==> config.mk <==
export PLATFORM = sky130hd
export DESIGN_NAME = seg7_scan_driver
export DESIGN_NICKNAME = d
export VERILOG_FILES = /design/src/rtl/seg7_pkg.sv /design/src/rtl/seg7_hexdec.sv /design/src/rtl/seg7_scan_driver.sv
export SDC_FILE = /design/constraint.sdc
export NUM_CORES = 1
export LEC_CHECK = 0
export CAP_MARGIN = 10
export CORE_ASPECT_RATIO = 0.8
export CORE_UTILIZATION = 30
export CTS_CLUSTER_SIZE = 16
export DETAILED_ROUTE_END_ITERATION = 8
export PLACE_DENSITY_LB_ADDON = 0.25
export SYNTH_ARGS = -nofsm -noshare
export SYNTH_HDL_FRONTEND = slang
export SYNTH_SLANG_ARGS = --single-unit
==> constraint.sdc <==
create_clock -name clk_i -period 3.15 [get_ports clk_i]
set_clock_uncertainty 0.15 [all_clocks]
set_input_delay 0.945 -clock clk_i [delete_from_list [all_inputs] [get_ports clk_i]]
set_output_delay 0.945 -clock clk_i [all_outputs]
set_load 0.01 [all_outputs]
==> src/rtl/seg7_pkg.sv <==
// Shared constants and helpers for the multiplexed 7-segment driver.
// Segment words are {g,f,e,d,c,b,a} in active-low form (0 = segment lit).
package seg7_pkg;

  localparam logic [6:0] SEG_OFF = 7'b1111111;
  localparam logic [6:0] SEG_0   = 7'b1000000;
  localparam logic [6:0] SEG_1   = 7'b1111001;
  localparam logic [6:0] SEG_2   = 7'b0100100;
  localparam logic [6:0] SEG_3   = 7'b0110000;
  localparam logic [6:0] SEG_4   = 7'b0011001;
  localparam logic [6:0] SEG_5   = 7'b0010010;
  localparam logic [6:0] SEG_6   = 7'b0000010;
  localparam logic [6:0] SEG_7   = 7'b1111000;
  localparam logic [6:0] SEG_8   = 7'b0000000;
  localparam logic [6:0] SEG_9   = 7'b0010000;
  localparam logic [6:0] SEG_A   = 7'b0001000;
  localparam logic [6:0] SEG_B   = 7'b0000011;
  localparam logic [6:0] SEG_C   = 7'b1000110;
  localparam logic [6:0] SEG_D   = 7'b0100001;
  localparam logic [6:0] SEG_E   = 7'b0000110;
  localparam logic [6:0] SEG_F   = 7'b0001110;

  // Map an active-low segment word onto the pin polarity.
  function automatic logic [6:0] seg_polarity(input logic [6:0] seg_n, input bit active_low);
    return active_low ? seg_n : ~seg_n;
  endfunction

endpackage

==> src/rtl/seg7_hexdec.sv <==
// Combinational hex nibble to 7-segment decoder, active-low output.
// clear_i forces every segment dark regardless of the nibble.
module seg7_hexdec
  import seg7_pkg::*;
(
  input  logic [3:0] nibble_i,
  input  logic       clear_i,
  output logic [6:0] seg_n_o
);

  always_comb begin
    seg_n_o = SEG_OFF;
    if (!clear_i) begin
      unique case (nibble_i)
        4'h0: seg_n_o = SEG_0;
        4'h1: seg_n_o = SEG_1;
        4'h2: seg_n_o = SEG_2;
        4'h3: seg_n_o = SEG_3;
        4'h4: seg_n_o = SEG_4;
        4'h5: seg_n_o = SEG_5;
        4'h6: seg_n_o = SEG_6;
        4'h7: seg_n_o = SEG_7;
        4'h8: seg_n_o = SEG_8;
        4'h9: seg_n_o = SEG_9;
        4'hA: seg_n_o = SEG_A;
        4'hB: seg_n_o = SEG_B;
        4'hC: seg_n_o = SEG_C;
        4'hD: seg_n_o = SEG_D;
        4'hE: seg_n_o = SEG_E;
        4'hF: seg_n_o = SEG_F;
      endcase
    end
  end

endmodule

==> src/rtl/seg7_scan_driver.sv <==
// Time-multiplexed multi-digit hex display driver with frame-aligned updates,
// leading-zero suppression, per-digit blank/blink and decimal points.
module seg7_scan_driver
  import seg7_pkg::*;
#(
  parameter int unsigned DIGITS     = 8,
  parameter int unsigned CLK_DIV    = 1000,
  parameter int unsigned BLINK_FRM  = 64,
  parameter bit          ACTIVE_LOW = 1'b1
) (
  input  logic                  clk_i,
  input  logic                  rst_i,
  input  logic                  load_i,
  input  logic [4*DIGITS-1:0]   value_i,
  input  logic [DIGITS-1:0]     dp_i,
  input  logic [DIGITS-1:0]     blank_mask_i,
  input  logic [DIGITS-1:0]     blink_mask_i,
  input  logic                  lz_en_i,
  output logic [6:0]            seg_o,
  output logic                  dp_o,
  output logic [DIGITS-1:0]     an_o,
  output logic                  upd_pend_o
);

  localparam int unsigned DivW = $clog2(CLK_DIV);
  localparam int unsigned IdxW = (DIGITS > 1) ? $clog2(DIGITS) : 1;
  localparam int unsigned FrmW = (BLINK_FRM > 1) ? $clog2(BLINK_FRM) : 1;
  localparam logic [DivW-1:0] DivLast = DivW'(CLK_DIV - 1);
  localparam logic [IdxW-1:0] IdxLast = IdxW'(DIGITS - 1);
  localparam logic [FrmW-1:0] FrmLast = FrmW'(BLINK_FRM - 1);

  logic [DivW-1:0]     div_q, div_d;
  logic [IdxW-1:0]     idx_q, idx_d;
  logic [FrmW-1:0]     frm_q, frm_d;
  logic                blink_on_q, blink_on_d;
  logic                upd_pend_q, upd_pend_d;

  logic [4*DIGITS-1:0] pend_val_q, disp_val_q;
  logic [DIGITS-1:0]   pend_dp_q, pend_blank_q, pend_blink_q;
  logic [DIGITS-1:0]   disp_dp_q, disp_blank_q, disp_blink_q;
  logic                pend_lz_q, disp_lz_q;

  logic [6:0]          seg_q, seg_d;
  logic                dp_q, dp_d;
  logic [DIGITS-1:0]   an_q, an_d;

  logic                tick, frame_end;
  logic [DIGITS-1:0]   lz_dark, an_hot;
  logic [3:0]          cur_nib;
  logic                cur_dp, cur_dark, nz_seen;
  logic [6:0]          seg_n;

  assign tick      = (div_q == DivLast);
  assign frame_end = tick && (idx_q == IdxLast);

  always_comb begin
    div_d      = tick ? '0 : div_q + 1'b1;
    idx_d      = idx_q;
    frm_d      = frm_q;
    blink_on_d = blink_on_q;
    if (tick) begin
      idx_d = (idx_q == IdxLast) ? '0 : idx_q + 1'b1;
    end
    if (frame_end) begin
      if (frm_q == FrmLast) begin
        frm_d      = '0;
        blink_on_d = ~blink_on_q;
      end else begin
        frm_d = frm_q + 1'b1;
      end
    end
    // A load on the boundary cycle keeps the new word pending for one more frame.
    upd_pend_d = upd_pend_q;
    if (frame_end) upd_pend_d = 1'b0;
    if (load_i)    upd_pend_d = 1'b1;
  end

  // Scan from the top digit down; blanked digits never count as significant.
  always_comb begin
    nz_seen = 1'b0;
    lz_dark = '0;
    for (int i = int'(DIGITS) - 1; i >= 0; i--) begin
      nz_seen    = nz_seen | ((disp_val_q[i*4 +: 4] != 4'd0) & ~disp_blank_q[i]);
      lz_dark[i] = disp_lz_q & ~nz_seen & (i != 0);
    end
  end

  always_comb begin
    cur_nib  = 4'd0;
    cur_dp   = 1'b0;
    cur_dark = 1'b1;
    an_hot   = '0;
    for (int unsigned i = 0; i < DIGITS; i++) begin
      if (idx_q == IdxW'(i)) begin
        cur_nib   = disp_val_q[i*4 +: 4];
        cur_dp    = disp_dp_q[i];
        cur_dark  = disp_blank_q[i] | (~blink_on_q & disp_blink_q[i]) | lz_dark[i];
        an_hot[i] = 1'b1;
      end
    end
  end

  seg7_hexdec u_hexdec (
    .nibble_i (cur_nib),
    .clear_i  (cur_dark),
    .seg_n_o  (seg_n)
  );

  // Everything goes dark on the cycle idx moves, so the old segments never ghost.
  always_comb begin
    seg_d = seg_polarity(SEG_OFF, ACTIVE_LOW);
    dp_d  = ACTIVE_LOW;
    an_d  = {DIGITS{ACTIVE_LOW}};
    if (!tick) begin
      seg_d = seg_polarity(seg_n, ACTIVE_LOW);
      dp_d  = (cur_dp & ~cur_dark) ^ ACTIVE_LOW;
      an_d  = ACTIVE_LOW ? ~an_hot : an_hot;
    end
  end

  always_ff @(posedge clk_i) begin
    if (rst_i) begin
      div_q        <= '0;
      idx_q        <= '0;
      frm_q        <= '0;
      blink_on_q   <= 1'b1;
      upd_pend_q   <= 1'b0;
      pend_val_q   <= '0;
      pend_dp_q    <= '0;
      pend_blank_q <= '1;
      pend_blink_q <= '0;
      pend_lz_q    <= 1'b0;
      disp_val_q   <= '0;
      disp_dp_q    <= '0;
      disp_blank_q <= '1;
      disp_blink_q <= '0;
      disp_lz_q    <= 1'b0;
      seg_q        <= seg_polarity(SEG_OFF, ACTIVE_LOW);
      dp_q         <= ACTIVE_LOW;
      an_q         <= {DIGITS{ACTIVE_LOW}};
    end else begin
      div_q      <= div_d;
      idx_q      <= idx_d;
      frm_q      <= frm_d;
      blink_on_q <= blink_on_d;
      upd_pend_q <= upd_pend_d;
      if (load_i) begin
        pend_val_q   <= value_i;
        pend_dp_q    <= dp_i;
        pend_blank_q <= blank_mask_i;
        pend_blink_q <= blink_mask_i;
        pend_lz_q    <= lz_en_i;
      end
      if (frame_end && upd_pend_q) begin
        disp_val_q   <= pend_val_q;
        disp_dp_q    <= pend_dp_q;
        disp_blank_q <= pend_blank_q;
        disp_blink_q <= pend_blink_q;
        disp_lz_q    <= pend_lz_q;
      end
      seg_q <= seg_d;
      dp_q  <= dp_d;
      an_q  <= an_d;
    end
  end

  assign seg_o      = seg_q;
  assign dp_o       = dp_q;
  assign an_o       = an_q;
  assign upd_pend_o = upd_pend_q;

endmodule

Word level (Yosys, flattened, before mapping)
Memory sizes are Yosys's and may differ from the RTL's. A register that Yosys moved wholly into a read port is not among the register bits.
Cells that the tools add are included.
Cells by class
  equality and inequality tests: 9
  bitwise operators: 62
  $add $sub $neg: 3
  muxes and demuxes: 36
  reductions and logical operators: 14
Operator list (count)
  $mux W4: 8
  $reduce_bool A4 Y1: 7
  $mux W1: 26
  $and A1 B1 Y1: 23
  $or A1 B1 Y1: 21
  $not A1 Y1: 17
  $eq A3 B3 Y1 const B: 4
  $add A10 B1 Y10 const B: 1
  $eq A10 B10 Y1 const B: 1
  $not A8 Y8: 1
  $add A6 B1 Y6 const B: 1
  $eq A3 B2 Y1 const B: 2
  $eq A6 B6 Y1 const B: 1
  $mux W6: 1
  $add A3 B1 Y3 const B: 1
  $eq A3 B1 Y1 const B: 1
  $logic_not A3 Y1: 1
  $mux W3: 1
  $reduce_or A3 Y1: 1
  $logic_and A1 B1 Y1: 2
  $reduce_and A2 Y1: 1
  $reduce_bool A2 Y1: 1
  $reduce_or A2 Y1: 1
Word-level totals
  ROM bits: 112
  output and inout port bits: 17
  input bits: 60
  register bits after elaboration: 144
  memories: 1
  logic and storage cells: 142
Memories
  (name not given): words 16, bits a word 7, read ports 1, clocked after Yosys merged registers in 1, wr ports 0, line seg7_hexdec.sv:14  | unique case (nibble_i)

Longest topological paths before layout
  depth after elaboration: 21
  gate-level depth with buffers: 14
  depth with buffers taken out: 13

Cells and area by module
A second synthesis with hierarchy kept.
Second synthesis, totals
  cells, all modules: 725
  area total of the unflattened synthesis: 6291.0 um^2
By module, submodules not included
  seg7_scan_driver: times used 1, area each 5995.8 um^2, cells each 690, sequential area each 3022.9 um^2
  seg7_hexdec: times used 1, area each 295.3 um^2, cells each 35, sequential area each 0.0 um^2

Least setup slack after synthesis
No wires, ideal clock.
  kind: register to register
  start: register idx_q[0]
  end: register seg_q[3] (netlist: seg_o[3])
  required time: 2.869 ns
  data arrival time: 2.462 ns
  cell stages (with the launch flop): 13
  clock period less this slack: 2.743 ns
  path buffers: 2
  setup time: 0.131 ns
  path slack: 0.407 ns
  cells stage by stage: dfxtp_1 > inv_1 > ha_1 > buf_2 > buf_1 > a221oi_1 > o22ai_1 > a21oi_1 > inv_1 > ha_1 > mux2_2 > mux2i_1 > nand2_1
On the way
  word-level cells in the longest chain between the ends: 10
  elaborated cells on any way between the ends: 25
  classes of those cells: 7 x eq/ne; 16 x mux; 2 x reduce/logical
RTL lines
  start, declared: line seg7_scan_driver.sv:33  | logic [IdxW-1:0] idx_q, idx_d;
  start signal, assigned: line seg7_scan_driver.sv:143  | idx_q <= idx_d;
  $logic_not A3 Y1: line seg7_scan_driver.sv:94  | if (idx_q == IdxW'(i)) begin
  $mux W1 (8 in series): line seg7_scan_driver.sv:94
  $reduce_or A3 Y1 (no source line)
  end, declared: line seg7_scan_driver.sv:43  | logic [6:0] seg_q, seg_d;
Parallel ways exist; a longest one is shown, timed or not.
A chain may end at the register's enable or synchronous reset.

Worst setup path after layout
Same ends and word-level chain as after synthesis.

==> flow_summary.ini <==
[timing]
slew_headroom_pct = 48.0
setup_viol = 0
finalMaxSlewViolations = 0
fin_setup_tns_ns = 0
fin_crit_sh_pct = 94.2
rsz0062_at_grt = false
hold_violations = 0
fmax_mhz = 337
layout_setup_ws_ns = 0.182
worstMarginPinSlew_ns = 0.780
fin_crit_ns = 2.97

[setup_path]
start_kind = flip-flop
slowest_stage = dfxtp_1
worstPathRequired_ns = 3.29
crit_arrival_ns = 3.11
critPathCaptureType = flip-flop
crit_type = flip-flop to flip-flop
path_max_fanout = 5
cp_slowest_stage_delay_ns = 0.35
cp_common_cell = ha_1
crit_chain = ha_1 -> ha_1 -> or2_2 -> a221oi_1 -> a221o_1 -> a21oi_1 -> o31a_1 -> ha_1 -> mux2_2 -> mux2i_1 -> nand2_1

[cts]
clock_tree.root_cell = clkbuf_16
clock_sinks = 151
clkLatencyLatePin_ns = 0.42
path_clk_slew_ns = 0.06
numCtsBuffers = 17
post_cts_buffers = 0
htree_levels = 4
cts_tree = built
cts_buffer_depth = 2

[flow_run]
max-cap-violations = 0

[placed_design]
post_dp_cell_area_sq_um = 7290
port_buffers = 76
gp_congestion = 0.830
hpwlAfterDp_mm = 10.1
dpl_worst_slack_ns = 0.218

[cells_and_area]
fin_util_pct = 39.2
design_area_sq_um = 7900
multi_input_area_sq_um = 2950
layout-drive-gt1-share_pct = 8.07
fill_cells = 2064
n_antenna_cell = 0
areaGrowthSynthToFinish_pct = 26.3
fin_nets = 855
seq_area_sq_um = 3020

[logic_synthesis]
synth_area_leaders = dfxtp_1, mux2i_1, nand2_1, a21oi_1, nor2_1
synth_edf_count = 0
synth.area.mux_share_pct = 10.6
yosys.area_share.adder_pct = 2.80
synth_nets = 791
ys_types = 59
synthCells = 717
synth_top_family_by_area = simple AND/OR/NAND/NOR gates
yosysMostFrequentCell = nand2_1
synth_flop_cell = dfxtp_1
yosysSeqAreaShare_pct = 48.3
ys_seq_elements = 151
synthXorXnorAreaFrac_pct = 1.54
async_flop_share_pct = 0
synth-simple-area-share_pct = 19.7
syn_area_per_cell_sq_um = 8.73
ys.warnings.count = 0
synth_compound_area_share_pct = 12.4
yosysTopAreaCellShare_pct = 48.3
synthTopCellsByCount = nand2_1, dfxtp_1, a21oi_1
yosysTopAreaCell = dfxtp_1
netlist_area_sq_um = 6260

[global_routing]
grt_pass1_vias = 4690
met2_usage_pct = 19.7
gr-usage-met3_pct = 3.47
use_met1_pct = 20.7
busiest_layer = met1
antenna_found_initial = 0
grt_usage_pct = 14.1
grt_max_degree = 119
grt_remaining_overflow = 0
grt_pass1_wl_mm = 24.0

[die]
core_sq_um = 20100
num_io_pins = 77
fp.dieArea_sq_um = 21400
rows = 46
die_w_microns = 163
die_h_microns = 131
start_util_pct = 31.1

[drt]
post-route-drc-count = 0
drtPass1Iterations = 5
drt_wl_total_mm = 14.5
drt_iter0_markers = 275
viasPerCell = 4.70
wl_per_cell_microns = 13.8
postRouteAntennaNets = 0
vias = 4969

[power_and_ir_drop]
ir_worst_vdd_v = 0.000302
power-per-cell-area_nw_per_um2 = 542
leakage_nw = 2.99

[min_path]
hold_path.class = flip-flop to flip-flop

[run_status]
status = finished, final reports clean
==> final timing paths <==
path | to | slack, ns | depth (start not counted) | startpoint
max | seg_o[3] | 0.18 | 11 | idx_q[0]
min | disp_val_q[29] | 0.30 | 2 | pend_val_q[29]
max reg2reg | seg_o[3] | 0.18 | 11 | idx_q[0]
min reg2reg | disp_val_q[29] | 0.30 | 2 | pend_val_q[29]
==> through the flow <==
step | total power, mW | std cells | hold WS (ns)
floorplan | 2.13 | 717 | 0.280
global placement | 2.24 | 1026 | 0.294
detailed placement | 2.24 | 1026 | 0.296
CTS | 4.33 | 1057 | 0.306
global route | 4.43 | 1057 | 0.316
finish | 4.28 | 1057 | 0.301
==> cell usage in the layout, fill, tap and decap left out, types with 6 or more instances in the layout <==
| cell | synthesis | routed |
|---|---|---|
| clkbuf_16 | 0 | 17 |
| o21ai_0 | 17 | 17 |
| nand2_1 | 152 | 152 |
| mux2i_1 | 63 | 63 |
| nor4_1 | 6 | 6 |
| o211ai_1 | 6 | 6 |
| nor2_1 | 71 | 71 |
| ha_1 | 14 | 13 |
| nand3b_1 | 11 | 11 |
| a21oi_1 | 74 | 74 |
| inv_1 | 19 | 19 |
| clkdlybuf4s50_1 | 0 | 74 |
| dfxtp_1 | 151 | 151 |
| buf_4 | 5 | 13 |
| nand3_1 | 8 | 8 |
| xor2_1 | 8 | 8 |
==> layer usage <==
layer | vias up | part of all wire, %
met2 | 116 | 42
met3 | 13 | 4.9
met5 | - | 0
met1 | 2288 | 52
li1 | 2552 | -
met4 | 0 | 1.2
==> worst max-delay path: cells and delay by family (launching register included) <==
| family | cells | cell delay (ns) |
|---|---|---|
| fa+ha+maj | 3 | 0.72 |
| simple gates | 2 | 0.38 |
| mux | 2 | 0.41 |
| compound gates | 4 | 0.83 |
| flops | 1 | 0.35 |
==> kinds of logic (layout without fill, tap and decap cells) <==
logic type      Yosys count  in the layout
xor+xnor                 11             11
fa+ha+maj                14             14
mux                      66             66
buf+inv                  67            143
flops                   151            151
compound gates          128            128
simple gates            280            280
==> cell type report <==
type | count | share of cell area, %
multi-input cells | 499 | 37.3
clock inverters | 9 | 1.55
well taps | 264 | 4.18
repair buffers | 91 | 11.6
flip-flops and latches | 151 | 38.2
inverters | 21 | 0.997
clock buffers | 22 | 6.13
==> registers in the layout (all words and copies together), names as in the netlist <==
signal        count
disp_lz_q         1
pend_blank_q      8
pend_val_q       32
disp_blink_q      8
disp_blank_q      8
idx_q             3
dp_o              1
pend_blink_q      8
blink_on_q        1
pend_dp_q         8
upd_pend_o        1
disp_dp_q         8
pend_lz_q         1
frm_q             6
div_q            10
disp_val_q       32
seg_o             7
an_o              8
==> timing repair <==
action | CTS | global route
setup endpoints to repair | 0 | 1
gates resized for setup | 0 | 1
hold buffers | 0 | 0
==> power breakdown <==
part / switching (mW) / internal, mW / total, mW / leakage [nW]
sequential: 0.0289 / 1.96 / 1.99 / 1.23
clock: 0.768 / 1.32 / 2.09 / 0.302
combinational: 0.0876 / 0.120 / 0.207 / 1.46
(Power assumes the default switching activity.)
